<file path="src/rtl/mem_writeback.sv">
// Memory/writeback stage: data-memory load/store over req/ack, load alignment, RF write.
// Optional misaligned-access trap: define MEM_WB_MISALIGN_CHK_EN.
module mem_writeback (
    input  logic        clk,
    input  logic        resetb,
    input  logic [31:0] wb_result,
    input  logic        wb_memwr,
    input  logic        wb_mem2reg,
    input  logic        wb_alu2reg,
    input  logic [4:0]  wb_dst_sel,
    input  logic [2:0]  wb_aluop,
    input  logic [31:0] wb_maddr,
    input  logic [1:0]  wb_raddr,
    input  logic [31:0] wb_waddr,
    input  logic [3:0]  wb_wstrb,
    input  logic [31:0] wb_wdata,
    output logic        dmem_req,
    output logic        dmem_we,
    output logic [31:0] dmem_addr,
    output logic [3:0]  dmem_wstrb,
    output logic [31:0] dmem_wdata,
    input  logic        dmem_ack,
    input  logic [31:0] dmem_rdata,
    output logic        rf_we,
    output logic [4:0]  rf_waddr,
    output logic [31:0] rf_wdata,
    output logic        wb_stall,
    output logic        wb_err
);

    typedef enum logic {
        IDLE,
        BUSY
    } state_t;

    state_t      state_q, state_d;
    logic        ld_q, ld_d;
    logic [29:0] addr_q, addr_d;
    logic [3:0]  strb_q, strb_d;
    logic [31:0] wdata_q, wdata_d;
    logic [2:0]  op_q, op_d;
    logic [4:0]  rd_q, rd_d;
    logic [1:0]  lane_q, lane_d;
    logic        rf_we_q, rf_we_d;
    logic [4:0]  rf_waddr_q, rf_waddr_d;
    logic [31:0] rf_wdata_q, rf_wdata_d;
    logic        err_q, err_d;
    logic        misal;
    logic [31:0] ld_data;
    logic        busy;

    // Word address only; byte lanes come from wb_raddr / strobes
    logic unused_addr_bits;
    assign unused_addr_bits = ^{wb_maddr[1:0], wb_waddr[1:0]};

`ifdef MEM_WB_MISALIGN_CHK_EN
    always_comb begin
        misal = 1'b0;
        if (wb_memwr) begin
            misal = (wb_aluop == 3'd1 && wb_waddr[0]) ||
                    (wb_aluop == 3'd2 && wb_waddr[1:0] != 2'b00);
        end else if (wb_mem2reg) begin
            misal = ((wb_aluop == 3'd1 || wb_aluop == 3'd5) && wb_raddr[0]) ||
                    (wb_aluop == 3'd2 && wb_raddr != 2'b00);
        end
    end
`else
    assign misal = 1'b0;
`endif

    always_comb begin
        logic [7:0]  b;
        logic [15:0] h;
        b = dmem_rdata[8*lane_q +: 8];
        h = lane_q[1] ? dmem_rdata[31:16] : dmem_rdata[15:0];
        case (op_q)
            3'd0:    ld_data = {{24{b[7]}}, b};
            3'd1:    ld_data = {{16{h[15]}}, h};
            3'd2:    ld_data = dmem_rdata;
            3'd4:    ld_data = {24'b0, b};
            3'd5:    ld_data = {16'b0, h};
            default: ld_data = 32'b0;
        endcase
    end

    always_comb begin
        state_d    = state_q;
        ld_d       = ld_q;
        addr_d     = addr_q;
        strb_d     = strb_q;
        wdata_d    = wdata_q;
        op_d       = op_q;
        rd_d       = rd_q;
        lane_d     = lane_q;
        rf_we_d    = 1'b0;
        rf_waddr_d = rf_waddr_q;
        rf_wdata_d = rf_wdata_q;
        err_d      = 1'b0;
        case (state_q)
            IDLE: begin
                if (misal) begin
                    err_d = 1'b1;
                end else if (wb_memwr) begin
                    ld_d    = 1'b0;
                    addr_d  = wb_waddr[31:2];
                    strb_d  = wb_wstrb;
                    wdata_d = wb_wdata;
                    state_d = BUSY;
                end else if (wb_mem2reg) begin
                    ld_d    = 1'b1;
                    addr_d  = wb_maddr[31:2];
                    strb_d  = 4'b0;
                    lane_d  = wb_raddr;
                    op_d    = wb_aluop;
                    rd_d    = wb_dst_sel;
                    state_d = BUSY;
                end else if (wb_alu2reg) begin
                    rf_we_d    = |wb_dst_sel;
                    rf_waddr_d = wb_dst_sel;
                    rf_wdata_d = wb_result;
                end
            end
            BUSY: begin
                if (dmem_ack) begin
                    state_d = IDLE;
                    if (ld_q) begin
                        rf_we_d    = |rd_q;
                        rf_waddr_d = rd_q;
                        rf_wdata_d = ld_data;
                    end
                end
            end
            default: state_d = IDLE;
        endcase
    end

    always_ff @(posedge clk) begin
        if (!resetb) begin
            state_q    <= IDLE;
            ld_q       <= 1'b0;
            addr_q     <= 30'b0;
            strb_q     <= 4'b0;
            wdata_q    <= 32'b0;
            op_q       <= 3'b0;
            rd_q       <= 5'b0;
            lane_q     <= 2'b0;
            rf_we_q    <= 1'b0;
            rf_waddr_q <= 5'b0;
            rf_wdata_q <= 32'b0;
            err_q      <= 1'b0;
        end else begin
            state_q    <= state_d;
            ld_q       <= ld_d;
            addr_q     <= addr_d;
            strb_q     <= strb_d;
            wdata_q    <= wdata_d;
            op_q       <= op_d;
            rd_q       <= rd_d;
            lane_q     <= lane_d;
            rf_we_q    <= rf_we_d;
            rf_waddr_q <= rf_waddr_d;
            rf_wdata_q <= rf_wdata_d;
            err_q      <= err_d;
        end
    end

    assign busy       = (state_q == BUSY);
    assign dmem_req   = busy;
    assign dmem_we    = busy & ~ld_q;
    assign dmem_addr  = {addr_q, 2'b00};
    assign dmem_wstrb = busy ? strb_q : 4'b0;
    assign dmem_wdata = wdata_q;
    assign rf_we      = rf_we_q;
    assign rf_waddr   = rf_waddr_q;
    assign rf_wdata   = rf_wdata_q;
    assign wb_stall   = busy;
    assign wb_err     = err_q;

endmodule

</file>
<file path="config.mk">
export PLATFORM = sky130hd
export DESIGN_NAME = mem_writeback
export DESIGN_NICKNAME = d
export VERILOG_FILES = /design/src/rtl/mem_writeback.sv
export SDC_FILE = /design/constraint.sdc
export NUM_CORES = 1
export LEC_CHECK = 0
export CORE_MARGIN = 2
export CORE_UTILIZATION = 43
export CTS_CLUSTER_SIZE = 8
export DETAILED_ROUTE_END_ITERATION = 16
export PLACE_DENSITY = 0.87
export RECOVER_POWER = 25
export SYNTH_ARGS = -nofsm -noshare
export SYNTH_HDL_FRONTEND = slang
export SYNTH_SLANG_ARGS = --single-unit
</file>
<file path="constraint.sdc">
create_clock -name clk -period 3.6 [get_ports clk]
set_input_delay 0.72 -clock clk [delete_from_list [all_inputs] [get_ports clk]]
set_output_delay 0.72 -clock clk [all_outputs]
set_load 0.1 [all_outputs]
</file>
After elaboration in Yosys (flattened, before gate mapping)
Cells that the tools add are included.
- bits in writable memories: 0
- flip-flop bits (word level): 116
- memories: 0
- memory bits (read-only): 0
- latch bits: 0
- output and inout bits: 110
- $lt $le $gt $ge: 0
- divide/modulo/power cells: 0
- muxes and demuxes: 31
- shift operators: 1
- reductions and logical operators: 8
- multipliers: 0
- add/subtract/negate cells: 0
- eq/ne operators: 9
- bitwise logic cells: 4
- operator list (cell ; count):
    32-bit two-way mux ; 5
    32-bit one-hot mux with 5 select lines ; 1
    32-bit one-hot mux with 2 select lines ; 1
    30-bit two-way mux ; 2
    32-bit by 6-bit variable part select with 8-bit output ; 1
    5-bit two-way mux ; 5
    16-bit two-way mux ; 1
    4-bit two-way mux ; 3
    1-bit two-way mux ; 10
    5-bit one-hot mux with 2 select lines ; 1
    5-bit OR reduction ; 2
    2-bit inequality test (second input constant) ; 4
    3-bit == test (second input constant) ; 2
    5-bit AND reduction ; 1
    1-bit one-hot mux with 2 select lines ; 2
    2-bit AND reduction ; 2
    3-bit by 1-bit == test with 1-bit output (second input constant) ; 1
    3-bit by 2-bit == test with 1-bit output (second input constant) ; 1
    3-bit zero test ; 1
    1-bit NOT ; 3
    3-bit AND reduction ; 1
    2-bit by 1-bit inequality test with 1-bit output (second input constant) ; 1
    2-bit nonzero test ; 1
    1-bit AND ; 1

Logic depth before layout (Yosys ltp)
Gate-level depths: netlist of run 1.
- depth after elaboration: 5
- mapped depth: 7
- gate-level depth less buffers: 4

Worst setup path after synthesis of run 1
No wires, ideal clock.
- kind: reg-to-output
- from: register state_q, in the netlist dmem_req
- to: output port dmem_we
- stages on the path, launching flop included: 4
- arrival: 2.770 ns
- path slack: 0.110 ns
- buffers on the path: 1
- cell sequence: dfxtp_1 > inv_2 > clkbuf_1 > nor2_1
- cells in the longest elaborated chain, start to end: 1
- ends and longest elaborated chain (what ; RTL line ; RTL):
    start: declaration ; 36 ; state_t state_q, state_d;
    start signal: assignment ; 152 ; state_q <= state_d;
    1-bit AND ; 169 ; assign dmem_we = busy & ~ld_q;
    end: declaration ; 18 ; output logic dmem_we,
Every way passes these cells.

Worst setup path after layout of run 1
- from: input port wb_memwr
- to: register addr_q[20]
- cells in the longest elaborated chain, start to end: 2
- ends and longest elaborated chain (what ; RTL line ; RTL):
    start: declaration ; 7 ; input logic wb_memwr,
    2-bit nonzero test (no source line) ; -- ;
    2-bit AND reduction (no source line) ; -- ;
    end signal: assignment ; 154 ; addr_q <= addr_d;
    end: declaration ; 38 ; logic [29:0] addr_q, addr_d;
Parallel ways exist; a longest one is shown, timed or not.
A chain may end at the register's enable or synchronous reset.

==> metrics.md, run 1 <==
| Metric | Value |
|---|---|
| Multi-input logic area | 2880 um2 |
| Worst Setup End Kind | flop |
| Flops & latches, synth | 116 |
| Vias in the first global route | 5,390 |
| Mapped Area | 5490 um2 |
| Initial Util | 0.437 |
| # IOs | 290 |
| CP cell instances | buf_2 > clkbuf_2 > nor2_1 > nor2_4 > clkbuf_2 > nor2_1 > a211oi_1 |
| Worst Path Arrival | 3150 ps |
| CP delay by family, top | buffers and inverters |
| Final wirelength | 19,000 um |
| Die Span Y | 117 um |
| DR iter-0 viols | 637 |
| Slowest CP cell | clkbuf_2 |
| Critical-path maximum fanout | 60 |
| Final slew viol count | 0 |
| Layout cells sized above 1 | 0.0809 |
| Port Buf Inserts | 282 |
| DRT Pass-1 Iters | 5 |
| Initial antenna violation count | 1 |
| Worst Reg-to-Reg Cells | 6 |
| Htree depth | 4 |
| Residual DRC | 0 |
| Syn Inst Count | 633 |
| # diodes | 0 |
| Count of different cell masters after synthesis | 44 |
| Outcome | completed |
| Die Width | 117 um |
| Vias | 5,939 |
| First-pass GRT wire length | 28,300 um |
| Final Util | 0.713 |
| Ys async rst share | 0 |
| Placer Congestion | 0.869 |
| Final HPWL DP | 13,500 um |
| Worst hold path class | reg -> reg |
| Clk root buf | clkbuf_16 |
| Fillers | ~1,000 |
| Core ar. | 12,600 um2 |
| Final period util | 0.786 |
| Leak pwr | 3.33 nW |
| WHS | 452 ps |
| Sequential element share of the synthesized area | 0.423 |
| CTS Sinks | ~120 |
| Endpoints failing hold | 0 |
| Max-Cap Viols | 0 |
| Area Growth Syn to Fin | 63.1% |
| Placement Rows | 41 |
| Skew final | 7.09 ps |
| RR Startpoint | dmem_req |
| Worst path bufs/invs | 3 |
| Final ANT Viol Nets | 0 |
| Synthesized area per cell | 8.68 um2 |
| Crit path largest cell delay | 810 ps |
| Pwr/cell area | 510 nW/um2 |
| Final setup fails | 0 |
| Fmax achieved | 353 MHz |
| CTS tree | done |
| Clk_lat worst skew | 410 ps |
| Min-delay src | dmem_wdata[25] |
| Largest net degree at the start of global routing | 66 |
| Most frequent cells in the layout | clkdlybuf4s50_1 (272), dfxtp_1 (116), nand2_1 (86), nor2_1 (56), a21oi_1 (54) |
| Top_reg_cell synth | dfxtp_1 |
| Via/cell ratio | about 5.5 |
| TNS Setup | 0 ps |
| Hold endpoint | dmem_wdata[25] |
| Clock transition at path regs | 60 ps |
| Clock tree buffer depth | 2 |
| Area of the die | 13,700 um2 |
| RSZ-0062 raised after global routing | false |
| R2r setup slk | ~1300 ps |
| WS Path Type | in -> reg |
| GRT overflow | 0 |
| CTS resizes | 0 |
| Tmin final | 2830 ps |
| Most common cell after layout, fill and taps aside | clkdlybuf4s50_1 |
| Worst hold path stage count | 2 |
| Tightest Pin Transition | 1200 ps |
| Postcts setup bufs | 0 |
| Post-CTS Hold Buffers | 0 |
| Relative slew slack | 0.200 |
| Post-DR wirelength/cell | 17.7 um |
| Number of synthesized flops with an enable pin | 0 |
| Max IR drop VDD | 0.305 mV |
| CTS Buf Count | 17 |
| FF+latch area | 2320 um2 |
| YS warnings | 0 |
| Fin nets | 1,069 |
| Reg2reg end | rf_wdata[11] |
| Critical Path RT | 3920 ps |
| All-Layer GR Usage | 0.268 |
| CP startpoint kind | input port |
[logic make-up (layout without fill, tap and decap cells)]
kind of cell           Yosys count  in the layout  share of synthesized area
flip-flops                     116            116                      0.423
buffers and inverters           67            334                     0.0569
AO/OA/AOI/OAI                  202            202                      0.251
AND/OR/NAND/NOR                187            187                      0.151
multiplexers                    60             60                      0.117
other                            1              3                   0.000683
[power breakdown]
part / leakage [nW] / switching, mW / internal (mW) / total (mW)
Combinational: 2.07 / 0.964 / 0.450 / 1.41
Clock: 0.303 / 0.585 / 1.14 / 1.72
Sequential: 0.953 / 0.0554 / 1.38 / 1.43
[layer usage]
layer	global-route usage	share of wire	vias to the layer above
met3	0.0973	0.10	48
met2	0.428	0.48	327
met4	0.125	0.033	2
met5	0	0.00068	-
met1	0.324	0.38	2731
li1	-	-	2831
[flip-flops by register name, summed over array words and instances, names as in the netlist]
register / flops
rf_wdata: 32
ld_q: 1
rf_waddr: 5
rf_we: 1
rd_q: 5
dmem_req: 1
addr_q: 30
lane_q: 2
strb_q: 4
op_q: 3
dmem_wdata: 32
[how the worst max path moves through the flow]
stage / cells past startpoint / to / slack [ps] / start
floorplan: 3 / dmem_we / 110 / dmem_req
global placement: 6 / rf_wdata[30] / 870 / wb_mem2reg
detailed placement: 6 / rf_waddr[1] / 820 / wb_mem2reg
CTS: 1 / dmem_addr[10] / 920 / addr_q[8]
global route: 7 / addr_q[26] / 480 / wb_memwr
finish: 7 / addr_q[20] / 770 / wb_memwr
[layout make-up]
cell class	instances	share of cell area
inverters	4	0.00168
multi-input cells	452	0.321
well taps	172	0.0240
flip-flops and latches	116	0.259
repair buffers	298	0.326
clock inverters	10	0.0144
clock buffers	22	0.0529
[per-stage QoR]
stage	worst slack, ps	std cells	instance area (um2)	power (mW)
finish	769	1074	8960	4.57
global route	481	1074	8960	4.73
CTS	921	1074	8980	4.59
detailed placement	816	1042	8380	2.87
global placement	867	1042	8380	2.86
floorplan	110	635	5500	2.41
[synthesized netlist by cell type (12+ instances only)]
cell | number | area [um2]
a211oi_1 | 44 | 330
a21oi_1 | 54 | 270
a31oi_1 | 20 | 125
buf_2 | 22 | 110
clkbuf_1 | 24 | 90.1
dfxtp_1 | 116 | 2320
mux2_2 | 13 | 146
mux2i_1 | 45 | 450
nand2_1 | 86 | 323
nor2_1 | 57 | 214
nor2b_1 | 12 | 75.1
nor3_1 | 12 | 60.1
o21ai_1 | 16 | 80.1
o221ai_1 | 16 | 140
o2bb2ai_1 | 16 | 140
[tightest hold or removal path: cells and delay by family, from the launching register on]
kind	cells	cell delay, ps
flops	1	300
simple gates	1	50
compound gates	1	50
(Power assumes the default switching activity.)
==> run 2: changes to the inputs <==
--- a/config.mk
+++ b/config.mk
@@ -6,10 +6,10 @@
 export NUM_CORES = 1
 export LEC_CHECK = 0
 export CORE_MARGIN = 2
-export CORE_UTILIZATION = 43
+export CORE_UTILIZATION = 40
 export CTS_CLUSTER_SIZE = 8
 export DETAILED_ROUTE_END_ITERATION = 16
-export PLACE_DENSITY = 0.87
+export PLACE_DENSITY = 0.81
 export RECOVER_POWER = 25
 export SYNTH_ARGS = -nofsm -noshare
 export SYNTH_HDL_FRONTEND = slang
==> constraint.sdc (replaced) <==
create_clock -name clk -period 2.85 [get_ports clk]
set_input_delay 0.57 -clock clk [delete_from_list [all_inputs] [get_ports clk]]
set_output_delay 0.57 -clock clk [all_outputs]
set_load 0.1 [all_outputs]
==> run 2 against run 1 <==
Net effect: die area rose by 7.2%; global-route usage fell by 1.5 points; power up 28%; combinational power up 22%; highest routed layer is now met4; register-to-register slack lost 660 ps; sequential cell count unchanged; non-clock buffer count rose by 2; sequential power rose by 27%; critical path depth decreased by 2; via count decreased by 0.64%; first-iteration DRC count shrank 1.6%; core utilization fell by 6.6 points.
==> metrics.md, run 2 (synthesis gave the netlist of run 1 again) <==
| Metric | Value |
|---|---|
| Total power | 5.83 mW |
| CP delay by family, top | simple AND/OR/NAND/NOR gates |
| DR iter-0 viols | around 630 |
| Via/cell ratio | 5.46 |
| Clk_lat worst skew | approximately 410 ps |
| CTS tree | done |
| GRT overflow | 0 |
| Most common cell after layout, fill and taps aside | clkdlybuf4s50_1 |
| Critical-path maximum fanout | 25 |
| Fillers | 1,166 |
| CTS resizes | 0 |
| Clock tree buffer depth | 2 |
| First-pass GRT wire length | 28,800 um |
| Post-DR wirelength/cell | 17.5 um |
| Residual DRC | 0 |
| Placement Rows | 42 |
| Largest net degree at the start of global routing | 61 |
| Final setup fails | 0 |
| Pwr/cell area | around 680 nW/um2 |
| Fin nets | 1,071 |
| Initial Util | 0.412 |
| Skew final | 4.84 ps |
| Port Buf Inserts | 282 |
| Slowest CP cell | nor2_2 |
| Die Span Y | between 100 and 150 um |
| Worst hold path class | reg -> reg |
| Core ar. | 13,300 um2 |
| WHS | roughly 450 ps |
| RSZ-0062 raised after global routing | false |
| Tightest Pin Transition | 1230 ps |
| All-Layer GR Usage | 0.253 |
| Final period util | 0.832 |
| Final ANT Viol Nets | 0 |
| Endpoints failing hold | 0 |
| Clk root buf | clkbuf_16 |
| Worst Setup End Kind | flop |
| Layout cells sized above 1 | 0.153 |
| Fin area | about 8600 um2 |
| Placed instance area | 8150 um2 |
| Most frequent cells in the layout | clkdlybuf4s50_1 (173), dfxtp_1 (115), nand2_1 (86), buf_4 (78) |
| Max-Cap Viols | 0 |
| Placer Congestion | 0.848 |
| Htree depth | 4 |
| CTS Sinks | approximately 120 |
| WS Path Type | in -> reg |
| Final HPWL DP | 13,600 um |
| DRT Pass-1 Iters | 5 |
| Critical Path RT | 3160 ps |
| Crit path largest cell delay | 860 ps |
| Die Width | about 120 um |
| Outcome | completed |
| TNS Setup | 0 ps |
| Tmin final | 2370 ps |
| Worst Path Arrival | 2690 ps |
| Max IR drop VDD | 0.371 mV |
| Area Growth Syn to Fin | 57.2% |
| Leak pwr | 3.36 nW |
| PnR worst setup slack | 478 ps |
| Final slew viol count | 0 |
| CP cell instances | clkdlybuf4s50_1 > nor4b_4 > nor2_2 > a31oi_2 > a211oi_1 |
| Initial antenna violation count | 0 |
| Relative slew slack | 0.180 |
| Final wirelength | between 15,000 and 20,000 um |
| CTS Buf Count | 17 |
| Worst path bufs/invs | 1 |
| Vias in the first global route | 5,609 |
| Post-CTS Hold Buffers | 0 |
| CP startpoint kind | input port |
| # IOs | 290 |
| Fmax achieved | 422 MHz |
| Clock transition at path regs | 50 ps |
| Vias | a little under 6,000 |
| Postcts setup bufs | 0 |
| Area of the die | 14,700 um2 |
| DP Worst Slack | 125 ps |
-- run 2: changes by cell type in the layout (fill, tap and decap cells not counted), moves of 2 or more --
cell             delta
clkbuf_1           +39
clkbuf_8            +2
nor2_2              +2
clkinv_2            -4
nor2_1              -2
clkdlybuf4s50_1    -99
buf_4              +63
-- run 2: final timing paths --
check                               startpoint             end  slack, ps  cells after the start
worst max-delay path                wb_mem2reg    rf_wdata[13]        480                      5
worst min register to register  dmem_wdata[23]  dmem_wdata[23]        450                      2
worst min-delay path            dmem_wdata[23]  dmem_wdata[23]        450                      2
worst max register to register        dmem_req    rf_wdata[13]        680                      4
-- run 2: metal layers --
layer	share of wire	global-route usage	wire length (um)
met1	0.40	0.301	7610
met2	0.48	0.421	9080
met3	0.086	0.0738	1630
met4	0.032	0.119	612
met5	0	0	0
-- run 2: through the flow --
step | utilization | cells
finish | 0.647 | 1080
global route | 0.647 | 1079
CTS | 0.659 | 1079
detailed placement | 0.611 | 1048
global placement | 0.611 | 1048
floorplan | - | 635
-- run 2: final cells by class --
cell class,count,area [um2],area share
sequential,116,2320,0.269
timing repair buffer,300,2540,0.294
antenna,1,2.50,0.000290
inverter,4,15.0,0.00174
clock buffer,23,498,0.0577
clock inverter,8,146,0.0170
multi-input combinational,452,2890,0.334
tap,176,220,0.0255
-- run 2: worst register-to-register path, delay by kind of cell (launching register included) --
kind	cells	cell delay, ps
AO/OA/AOI/OAI	2	580
AND/OR/NAND/NOR	2	1090
flip-flops	1	410
-- run 2: power breakdown --
part | switching, mW | internal [mW]
logic | 1.22 | 0.502
registers | 0.0707 | 1.74
clock network | 0.722 | 1.57
==> run 3: changes to the inputs <==
==> constraint.sdc (replaced) <==
create_clock -name clk -period 2.4 [get_ports clk]
set_input_delay 0.48 -clock clk [delete_from_list [all_inputs] [get_ports clk]]
set_output_delay 0.48 -clock clk [all_outputs]
set_load 0.1 [all_outputs]
==> run 3 against run 2 <==
Net effect: core utilization rose by 1.4 points; sequential cell count did not move; clock power rose by 20%; sequential share of layout area fell by 0.56 points; final area rose by 2.1%; die area did not move; global-route usage fell by 0.062 points; first-iteration DRC count fell by 22%; clock skew rose by 0.74 ps; sequential power rose by 19%; highest routed layer unchanged; combinational power rose by 21%; worst hold slack improved by 0.53 ps.
==> metrics.md, run 3 (synthesis gave the netlist of run 1 again) <==
| Metric | Value |
|---|---|
| Fillers | 1,121 |
| Fin area | 8820 um2 |
| CTS Buf Count | 17 |
| Vias | 5,950 |
| Final period util | 0.893 |
| Clk root buf | clkbuf_16 |
| Non-Filler Instances | 1,087 |
| Post-Place Cells | 1,056 |
| RSZ-0062 raised after global routing | false |
| Final setup fails | 0 |
| Area of the die | 14,700 um2 |
| Clock transition at path regs | 50 ps |
| FF+latch area | around 2300 um2 |
| Clk_lat worst skew | a little over 400 ps |
| Placed instance area | 8320 um2 |
| Post-DR wirelength/cell | roughly 17 um |
| Max-Cap Viols | 0 |
| All-Layer GR Usage | 0.253 |
| # diodes | 0 |
| Worst Path Arrival | 1660 ps |
| CTS resizes | 0 |
| DR iter-0 viols | 490 |
| Vias in the first global route | 5,543 |
| Placer Congestion | 0.918 |
| Critical Path RT | ~1900 ps |
| Die Span Y | around 120 um |
| Clock tree buffer depth | 2 |
| Multi-input logic area | 2890 um2 |
| CTS tree | done |
| Core ar. | 13,300 um2 |
| Largest net degree at the start of global routing | between 60 and 70 |
| PnR worst setup slack | 256 ps |
| Fin nets | between 1,000 and 1,500 |
| Die Width | 121 um |
| Postcts setup bufs | 0 |
| Most frequent cells in the layout | clkdlybuf4s50_1 (173), dfxtp_1 (115), nand2_1 (86), buf_4 (70) |
| Worst hold path class | reg -> reg |
| Placement Rows | 42 |
| # IOs | 290 |
| DRT Pass-1 Iters | 5 |
| Layout cells sized above 1 | 0.201 |
| GRT overflow | 0 |
| Area Growth Syn to Fin | 60.5% |
| Htree depth | 4 |
| Slowest CP cell | dfxtp_2 |
| Residual DRC | 0 |
| Skew final | between 5 and 6 ps |
| Initial antenna violation count | 0 |
| Fmax achieved | 466 MHz |
| Final wirelength | 18,900 um |
| Post-CTS Hold Buffers | 0 |
| Pwr/cell area | a little under 800 nW/um2 |
| Final slew viol count | 0 |
| First-pass GRT wire length | ~29,000 um |
| Endpoints failing hold | 0 |
| Relative slew slack | 0.213 |
| Tmin final | ~2100 ps |
| Most common cell after layout, fill and taps aside | clkdlybuf4s50_1 |
| Critical-path maximum fanout | 26 |
| Crit path largest cell delay | around 550 ps |
| Final ANT Viol Nets | 0 |
| Leak pwr | 3.53 nW |
| Outcome | completed |
| WS Path Type | reg -> out |
| Tightest Pin Transition | between 1000 and 1500 ps |
| Final HPWL DP | 13,700 um |
| Via/cell ratio | 5.47 |
| CTS Sinks | 116 |
| Initial Util | 0.412 |
| Worst Setup End Kind | output port |
| TNS Setup | 0 ps |
| Port Buf Inserts | 282 |
| CP cell instances | inv_2 > nor2_2 > buf_12 |
| CP startpoint kind | flop |
| Final Util | 0.660 |
| DP Worst Slack | 113 ps |
| Max IR drop VDD | 0.512 mV |
==> run 3: final timing paths <==
check                               startpoint        endpoint  slack (ps)  cells after the start
worst max-delay path                  dmem_req         dmem_we         260                      3
worst min-delay path            dmem_wdata[22]  dmem_wdata[22]         450                      2
worst max register to register         op_q[0]     rf_wdata[0]         490                      4
worst min register to register  dmem_wdata[22]  dmem_wdata[22]         450                      2
==> run 3: layout make-up <==
cell class / count / area share
Tap cell: 176 / 0.0250
Multi-Input combinational cell: 452 / 0.328
Inverter: 4 / 0.00170
Clock inverter: 8 / 0.0166
Sequential cell: 116 / 0.264
Clock buffer: 23 / 0.0565
Timing Repair Buffer: 308 / 0.309
==> run 3: stage by stage <==
stage	hold WS (ps)	power [mW]
floorplan	457	3.62
global placement	442	4.29
detailed placement	447	4.31
CTS	454	7.07
global route	479	7.21
finish	452	6.97
==> run 3: worst max-delay path: cells and delay by family, from the launching register on <==
family / cells / cell delay, ps
flip-flops: 1 / 550
buffers and inverters: 2 / 480
AND/OR/NAND/NOR: 1 / 210
==> run 3: power breakdown <==
part / leakage, nW / switching (mW) / internal [mW] / total, mW
Sequential: 0.954 / 0.0850 / 2.07 / 2.15
Combinational: 2.26 / 1.45 / 0.624 / 2.08
Clock: 0.315 / 0.875 / 1.87 / 2.74
Total: 3.53 / 2.41 / 4.56 / 6.97
==> run 3: routing by layer <==
| layer | wire, um | vias to the layer above | GRT usage | share of wire |
|---|---|---|---|---|
| met5 | 0 | - | 0 | 0 |
| met4 | 439 | 0 | 0.0848 | 0.023 |
| met3 | 1760 | 34 | 0.0855 | 0.093 |
| met2 | 9200 | 297 | 0.414 | 0.49 |
| met1 | 7550 | 2766 | 0.311 | 0.40 |
| li1 | - | 2853 | - | - |
